$ cat src/rtl/keypad_debounce.sv
// keypad_debounce: debounces scanner key presses/releases and emits a hex key code with a one-cycle strobe
module keypad_debounce #(
  parameter int DEBOUNCE_CYCLES = 20,
  parameter int SETTLE_CYCLES   = 2
) (
  input  logic       clk,
  input  logic       reset,
  input  logic [3:0] key_row,
  input  logic [3:0] key_col,
  output logic       scan_hold,
  output logic [3:0] key_code,
  output logic       key_strobe,
  output logic       key_pressed
);
  localparam int CW = $clog2(DEBOUNCE_CYCLES + 1);
  localparam int SW = $clog2(SETTLE_CYCLES + 2);
  localparam logic [CW-1:0] CMAX = CW'(DEBOUNCE_CYCLES - 1);
  localparam logic [CW-1:0] CSAT = CW'(DEBOUNCE_CYCLES);
  localparam logic [SW-1:0] SMAX = SW'(SETTLE_CYCLES);
  localparam logic [63:0] MAP = 64'hDF0E_C987_B654_A321;
  typedef enum logic [1:0] {IDLE, PRESS_DB, PRESSED, REL_DB} state_t;
  state_t state, state_n;
  logic [CW-1:0] cnt, cnt_n, cnt_inc;
  logic [SW-1:0] settle, settle_n;
  logic [3:0] col, col_n, code_n;
  logic [1:0] row, row_n;
  logic strobe_n, pressed_n;
  function automatic logic onehot(input logic [3:0] x);
    return x != 4'd0 && (x & (x - 4'd1)) == 4'd0;
  endfunction
  function automatic logic [1:0] enc(input logic [3:0] x);
    return x[1] ? 2'd1 : x[2] ? 2'd2 : x[3] ? 2'd3 : 2'd0;
  endfunction
  assign cnt_inc = cnt < CSAT ? cnt + 1'b1 : cnt;
  always_comb begin
    state_n   = state;
    cnt_n     = cnt;
    settle_n  = settle;
    col_n     = col;
    row_n     = row;
    code_n    = key_code;
    strobe_n  = 1'b0;
    pressed_n = key_pressed;
    case (state)
      IDLE: if (onehot(key_col)) begin
        state_n  = PRESS_DB;
        col_n    = key_col;
        cnt_n    = '0;
        settle_n = '0;
      end
      PRESS_DB:
        if (settle < SMAX) settle_n = settle + 1'b1;
        else if (key_col != col) state_n = IDLE;
        else if (cnt != CMAX) cnt_n = cnt_inc;
        else if (onehot(~key_row)) begin
          row_n     = enc(~key_row);
          code_n    = MAP[{enc(~key_row), enc(col), 2'b00} +: 4];
          strobe_n  = 1'b1;
          pressed_n = 1'b1;
          state_n   = PRESSED;
        end else state_n = IDLE;
      PRESSED: if (key_col == 4'd0) begin
        state_n = REL_DB;
        cnt_n   = '0;
      end
      REL_DB:
        if (key_col == 4'd0) begin
          cnt_n     = cnt_inc;
          state_n   = cnt == CMAX ? IDLE : REL_DB;
          pressed_n = cnt == CMAX ? 1'b0 : key_pressed;
        end else if (key_col == col) state_n = PRESSED;
        else cnt_n = '0;
      default: state_n = IDLE;
    endcase
  end
  always_ff @(posedge clk or negedge reset) begin
    if (!reset) begin
      state       <= IDLE;
      cnt         <= '0;
      settle      <= '0;
      col         <= '0;
      row         <= '0;
      scan_hold   <= 1'b0;
      key_code    <= '0;
      key_strobe  <= 1'b0;
      key_pressed <= 1'b0;
    end else begin
      state       <= state_n;
      cnt         <= cnt_n;
      settle      <= settle_n;
      col         <= col_n;
      row         <= row_n;
      scan_hold   <= state_n != IDLE;
      key_code    <= code_n;
      key_strobe  <= strobe_n;
      key_pressed <= pressed_n;
    end
  end
endmodule

$ cat config.mk
export PLATFORM = sky130hd
export DESIGN_NAME = keypad_debounce
export DESIGN_NICKNAME = d
export VERILOG_FILES = /design/src/rtl/keypad_debounce.sv
export SDC_FILE = /design/constraint.sdc
export NUM_CORES = 1
export LEC_CHECK = 0
export ABC_AREA = 1
export ABC_CLOCK_PERIOD_IN_PS = 3300
export BUFFER_PORTS_ARGS = -buffer_cell sky130_fd_sc_hd__buf_4
export CAP_MARGIN = 20
export CORE_ASPECT_RATIO = 1.4
export CORE_MARGIN = 2
export CORE_UTILIZATION = 40
export DETAILED_ROUTE_END_ITERATION = 10
export PLACE_DENSITY = 0.67
export SYNTH_ARGS = -nofsm -noshare
export SYNTH_HDL_FRONTEND = slang
export SYNTH_SLANG_ARGS = --single-unit
$ cat constraint.sdc
create_clock -name clk -period 3.3 [get_ports clk]
set_clock_uncertainty 0.1 [all_clocks]
set_input_delay 0.66 -clock clk [delete_from_list [all_inputs] [get_ports clk]]
set_output_delay 0.66 -clock clk [all_outputs]
set_load 0.03 [all_outputs]
==> results of run 1 <==
## worst register-to-register path, stage by stage, from the launching register on
cell and delay, ns:
dfrtp_1 0.44, ha_1 0.24, nand2_1 0.08, inv_1 0.10, nand2_2 0.08, nor2_2 0.12
nand2_2 0.08, nor2_4 0.10, nand2_4 0.09, nor2_1 0.12, nor2_1 0.05
## cell families (layout without fill, tap and decap cells)
group	Yosys count	count (layout)	share of synthesized area, %
compound gates	28	28	10.0
fa+ha+maj	1	1	0.855
buf+inv	42	60	12.1
flops	20	20	34.2
simple gates	137	137	42.8
## worst max path at each step
stage,slack (ns),start,to
2_1_floorplan,1.70,key_row[2],key_code[1]$_DFFE_PN0P_
3_3_place_gp,1.46,key_col[3],cnt[2]$_DFFE_PN0P_
3_5_place_dp,1.47,key_row[3],key_code[1]$_DFFE_PN0P_
4_1_cts,1.57,cnt[0]$_DFFE_PN0P_,key_code[0]$_DFFE_PN0P_
5_1_grt,1.39,cnt[0]$_DFFE_PN0P_,key_code[0]$_DFFE_PN0P_
6_report,1.59,cnt[0]$_DFFE_PN0P_,key_code[0]$_DFFE_PN0P_
## cells in the final DEF (no fill, tap or decap)
master and instances:
nand2_1 75, inv_1 32, nor2_1 23, dfrtp_1 20
nand3_1 19, buf_4 16, o21ai_0 15, inv_2 7
nand2_2 7, a21oi_1 6, nor2_4 5, o21ai_1 4
nor2_2 3, clkbuf_8 3, nand3_2 2, nand4_1 2
nand2_4 1, clkinv_4 1, o22ai_1 1, o21bai_1 1
a211oi_1 1, ha_1 1, bufinv_16 1
## state kept, by name (all words and copies together) (netlist names)
register / cells
state: 2
col: 4
cnt: 5
key_code: 4
settle: 2
key_pressed: 1
key_strobe: 1
scan_hold: 1
## per-stage QoR
stage,util (%),std cells,area (sq um),worst slack (ns),power [uW]
4_1_cts,47.1,288,1680,1.57,882
2_1_floorplan,-,228,1460,1.70,550
5_1_grt,47.1,288,1680,1.39,936
6_report,47.1,288,1680,1.59,876
3_3_place_gp,45.1,284,1610,1.46,634
3_5_place_dp,45.1,284,1610,1.47,634
## metal layers
metal / GRT usage [%] / vias up
li1: - / 738
met1: 20.5 / 640
met2: 32.9 / 16
met3: 2.55 / 7
met4: 6.50 / 0
met5: 0 / -
## cell type report
type	count	share of cell area (%)
Tap cell	42	3.12
Clock buffer	3	2.45
Clock inverter	1	1.78
Sequential cell	20	29.7
Multi-Input combinational cell	166	46.6
Timing Repair Buffer	16	7.13
Inverter	40	9.21
## power by group
group / total [uW] / leakage, uW / switching, uW / internal [uW]
clock: 248 / 0.0000357 / 85.7 / 162
combinational: 285 / 0.000626 / 189 / 95.3
sequential: 344 / 0.000255 / 48.6 / 295
==> flow_summary.json, run 1 <==
{
  "crit_family": "simple AND/OR/NAND/NOR gates",
  "drt_iter0_drc": 49,
  "final.period_utilization_pct": 51.9,
  "io_buffers": 16,
  "worstSkewPairLatency_ns": 0.26,
  "max_cap_viol_count": 0,
  "clk_pin_slew_worst_paths_ns": 0.08,
  "rr_worst_depth": 10,
  "synthCells": 228,
  "synth_edf_count": 0,
  "vdd_ir_drop_max_uv": 298,
  "gr-total-overflow": 0,
  "grt_pass1_wl_mm": 5.51,
  "p_leak_uw": 0.000916,
  "io_pins": 17,
  "drv_slew": 0,
  "core_sq_um": 3580,
  "synthArstFlopShare_pct": 100,
  "synthTopCellsByCount": "75 x nand2_1, 32 x inv_1, 23 x nor2_1, 20 x dfrtp_1, 19 x nand3_1",
  "yosysWarningCount": 0,
  "cts-root-buf": "clkbuf_8",
  "synth_ff_type": "dfrtp_1",
  "seqCellArea_sq_um": 500,
  "cts_resized": 0,
  "setup_tns_ns": 0,
  "cts_made_buffers": 3,
  "grt_util_all_layers_pct": 18.0,
  "met3WireLength_um": 61,
  "fillerInstances": 422,
  "required_ns": 3.36,
  "ctsHoldBuffers": 0,
  "wirelength_mm": 3.13,
  "critPathSlowestCell": "dfrtp_1",
  "drt_drc_violations_left": 0,
  "post_drt_wl_per_cell_um": 10.9,
  "cts-htree-levels": 1,
  "final_nets": 258,
  "dp_hpwl_mm": 2.48,
  "gp_congestion": 0.829,
  "first_global_vias": 1332,
  "synth_cell_types": 21,
  "finalSetupViolations": 0,
  "cts_tree": "yes",
  "whs_ns": 0.164,
  "ys_seq_elements": 20,
  "avgSynthCellArea_sq_um": 6.42,
  "hold_viol": 0,
  "drive_gt1_share_pct": 18.7,
  "r2r-end": "key_code[0]$_DFFE_PN0P_",
  "wl_met2_mm": 1.66,
  "slew_headroom_pct": 75.2,
  "area_growth_pct": 15.1,
  "hold_path.class": "input port to async pin",
  "r2r_slack_ns": 1.59,
  "cp-start-kind": "flip-flop",
  "rsz0062_at_grt": "no",
  "multiInputGateArea_sq_um": 785,
  "clock_sinks": 20,
  "fmax_ghz": 0.584,
  "routed.top_layer": "met4",
  "dr.pass1.iters": 4,
  "die_area_sq_um": 4160,
  "vias_per_cell": 4.86,
  "endpoint_kind": "flip-flop",
  "netlist_area_sq_um": 1460,
  "rows": 26,
  "cp.depth": 10,
  "synth_nets": 239,
  "vias": 1401,
  "timing.rr.start": "cnt[0]$_DFFE_PN0P_",
  "dieWidth_um": 55.1,
  "synthTopCellsByArea": "dfrtp_1 34%, nand2_1 19%, inv_1 8.2%, nand3_1 6.5%, nor2_1 5.9%",
  "grt_max_degree": 21,
  "crit_path_max_fanout": 7,
  "route.layer.met1.wl_mm": 1.34,
  "powerDensity_nw_per_um2": 520,
  "critical_path_class": "flip-flop to flip-flop",
  "die_h_um": 75.6,
  "status": "finished, final reports clean",
  "max_stage_delay_ns": 0.44,
  "antenna_found_initial": 0,
  "synth_top_cell_by_area": "dfrtp_1",
  "worstPathArrival_ns": 1.77,
  "yosysSeqAreaShare_pct": 34.2,
  "min_period_ns": 1.71,
  "path_buf_inv": 1,
  "synth.most_common_cell": "nand2_1",
  "synth_top_area_share_pct": 34.2,
  "initial_core_util_pct": 40.9,
  "path_cells": "ha_1 > nand2_1 > inv_1 > nand2_2 > nor2_2 > nand2_2 > nor2_4 > nand2_4 > nor2_1 > nor2_1",
  "cts_buffer_depth": 2,
  "post_cts_buffers": 0,
  "drtAntennaViolNets": 0,
  "antenna-diode-count": 0,
  "worst_pin_slew_ns": 0.368
}
Note: power is estimated with default switching activity, not from simulation.
==> run 2: changes to the inputs <==
--- a/config.mk
+++ b/config.mk
@@ -6,7 +6,7 @@
 export NUM_CORES = 1
 export LEC_CHECK = 0
 export ABC_AREA = 1
-export ABC_CLOCK_PERIOD_IN_PS = 3300
+export ABC_CLOCK_PERIOD_IN_PS = 1770
 export BUFFER_PORTS_ARGS = -buffer_cell sky130_fd_sc_hd__buf_4
 export CAP_MARGIN = 20
 export CORE_ASPECT_RATIO = 1.4
==> constraint.sdc (replaced) <==
create_clock -name clk -period 1.77 [get_ports clk]
set_clock_uncertainty 0.1 [all_clocks]
set_input_delay 0.354 -clock clk [delete_from_list [all_inputs] [get_ports clk]]
set_output_delay 0.354 -clock clk [all_outputs]
set_load 0.03 [all_outputs]
==> flow_summary.json, run 2 (synthesis results as in run 1) <==
{
  "cp.depth": 10,
  "dieWidth_um": 55.1,
  "fmax_ghz": 0.619,
  "worst_pin_slew_ns": 0.388,
  "critical_path_class": "flip-flop to flip-flop",
  "cts_tree": "yes",
  "final_cell_mix": "75 x nand2_1, 32 x inv_1, 23 x nor2_1",
  "cts-root-buf": "clkbuf_8",
  "vdd_ir_drop_max_uv": 584,
  "clock_sinks": 20,
  "layout_setup_ws_ns": 0.155,
  "slew_headroom_pct": 73.8,
  "grt_max_degree": 21,
  "crit_family": "simple AND/OR/NAND/NOR gates",
  "antenna-diode-count": 0,
  "path_cells": "ha_2 > nand2_1 > inv_1 > nand2_2 > nor2_2 > nand2_2 > nor2_4 > nand2_4 > nor2_1 > nor2_1",
  "finalSetupViolations": 0,
  "grt_util_all_layers_pct": 18.4,
  "critPathSlowestCell": "dfrtp_1",
  "largest-register": "cnt",
  "layoutNonFillerInstCount": 290,
  "hold_viol": 0,
  "drtAntennaViolNets": 0,
  "io_pins": 17,
  "rr_worst_depth": 10,
  "dr.pass1.iters": 4,
  "final.period_utilization_pct": 91.2,
  "whs_path_depth": 3,
  "drv_slew": 0,
  "die_h_um": 75.6,
  "top_regs": "cnt (5), col (4), key_code (4)",
  "gr-total-overflow": 0,
  "worstSkewPairLatency_ns": 0.26,
  "hold_path.class": "input port to flip-flop",
  "drive_gt1_share_pct": 19.8,
  "first_global_vias": 1308,
  "seqCellArea_sq_um": 502,
  "area_growth_pct": 16.6,
  "rsz0062_at_grt": "no",
  "max_cap_viol_count": 0,
  "largest_reg_flops": 5,
  "post-route-util_pct": 47.7,
  "dp_cells": 285,
  "initial_core_util_pct": 40.9,
  "post_cts_buffers": 0,
  "final_common_cell": "nand2_1",
  "powerDensity_nw_per_um2": 968,
  "wirelength_mm": 3.19,
  "clk_pin_slew_worst_paths_ns": 0.09,
  "cts_buffer_depth": 2,
  "io_buffers": 16,
  "drt_drc_violations_left": 0,
  "grt_pass1_wl_mm": 5.58,
  "dp_hpwl_mm": 2.55,
  "cp-start-kind": "flip-flop",
  "antenna_found_initial": 0,
  "multiInputGateArea_sq_um": 787,
  "required_ns": 1.83,
  "status": "finished, final reports clean",
  "post_drt_wl_per_cell_um": 11.0,
  "vias_per_cell": 4.81,
  "p_leak_uw": 0.000921,
  "core_sq_um": 3580,
  "die_area_sq_um": 4160,
  "crit_path_max_fanout": 7,
  "path_buf_inv": 1,
  "power_uw": 1650,
  "final_nets": 260,
  "rows": 26,
  "endpoint_kind": "flip-flop",
  "gp_congestion": 0.819,
  "vias": 1396,
  "cts_made_buffers": 3,
  "fillerInstances": 379,
  "min_period_ns": 1.61,
  "drt_iter0_drc": 19,
  "max_stage_delay_ns": 0.42,
  "place_ws_ns": 0.131,
  "setup_tns_ns": 0,
  "cts-htree-levels": 1,
  "worstPathArrival_ns": 1.68
}
run 2: cell types whose count changed in the layout (fill, tap and decap cells not counted):
cell,delta
ha_1,-1
dfrtp_2,+1
buf_4,+1
dlygate4sd3_1,+1
dfrtp_1,-1
ha_2,+1
run 2: per-layer routing:
layer | up-vias | wire (um) | GRT usage (%)
li1 | 742 | - | -
met1 | 627 | 1320 | 22.2
met2 | 21 | 1740 | 32.4
met3 | 6 | 70 | 2.55
met4 | 0 | 60 | 6.78
met5 | - | 0 | 0
run 2: power breakdown:
part	internal, uW	leakage [uW]	switching [uW]
sequential	551	0.000253	79.5
clock	302	0.0000357	169
combinational	180	0.000632	369
total	1030	0.000921	618
run 2: worst paths after layout:
path / from / endpoint / slack (ns)
setup / recovery: cnt[1]$_DFFE_PN0P_ / key_code[0]$_DFFE_PN0P_ / 0.16
hold / removal: key_col[1] / col[1]$_DFFE_PN0P_ / 0.24
setup reg to reg: cnt[1]$_DFFE_PN0P_ / key_code[0]$_DFFE_PN0P_ / 0.16
hold reg to reg: settle[0]$_DFFE_PN0P_ / settle[0]$_DFFE_PN0P_ / 0.40
max in group asynchronous: reset / cnt[0]$_DFFE_PN0P_ / 0.92
min in group asynchronous: reset / cnt[2]$_DFFE_PN0P_ / 0.40
run 2: stage by stage:
stage,hold WS (ns),cell area [sq um]
floorplan,-0.0416,1460
global placement,0.157,1620
detailed placement,0.160,1620
CTS,0.237,1700
global route,0.269,1710
finish,0.240,1710
run 2: timing repair:
item                                    in CTS  in global routing
gates resized for setup                      0                  2
endpoints found under the setup margin       0                  5
hold buffers                                 1                  0
hold endpoints to repair                    20                  0
run 2: area by class of cell:
cell class | count | area share, %
timing repair buffer | 18 | 8.07
clock inverter | 1 | 1.76
tap | 42 | 3.08
multi-input combinational | 166 | 46.1
inverter | 40 | 9.10
sequential | 20 | 29.4
clock buffer | 3 | 2.42
run 2: worst register-to-register path, delay by kind of cell (launching register included):
family | cells | cell delay (ns)
DFF | 1 | 0.42
adders and majority gates | 1 | 0.24
and+or+nand+nor | 8 | 0.69
buffers and inverters | 1 | 0.08
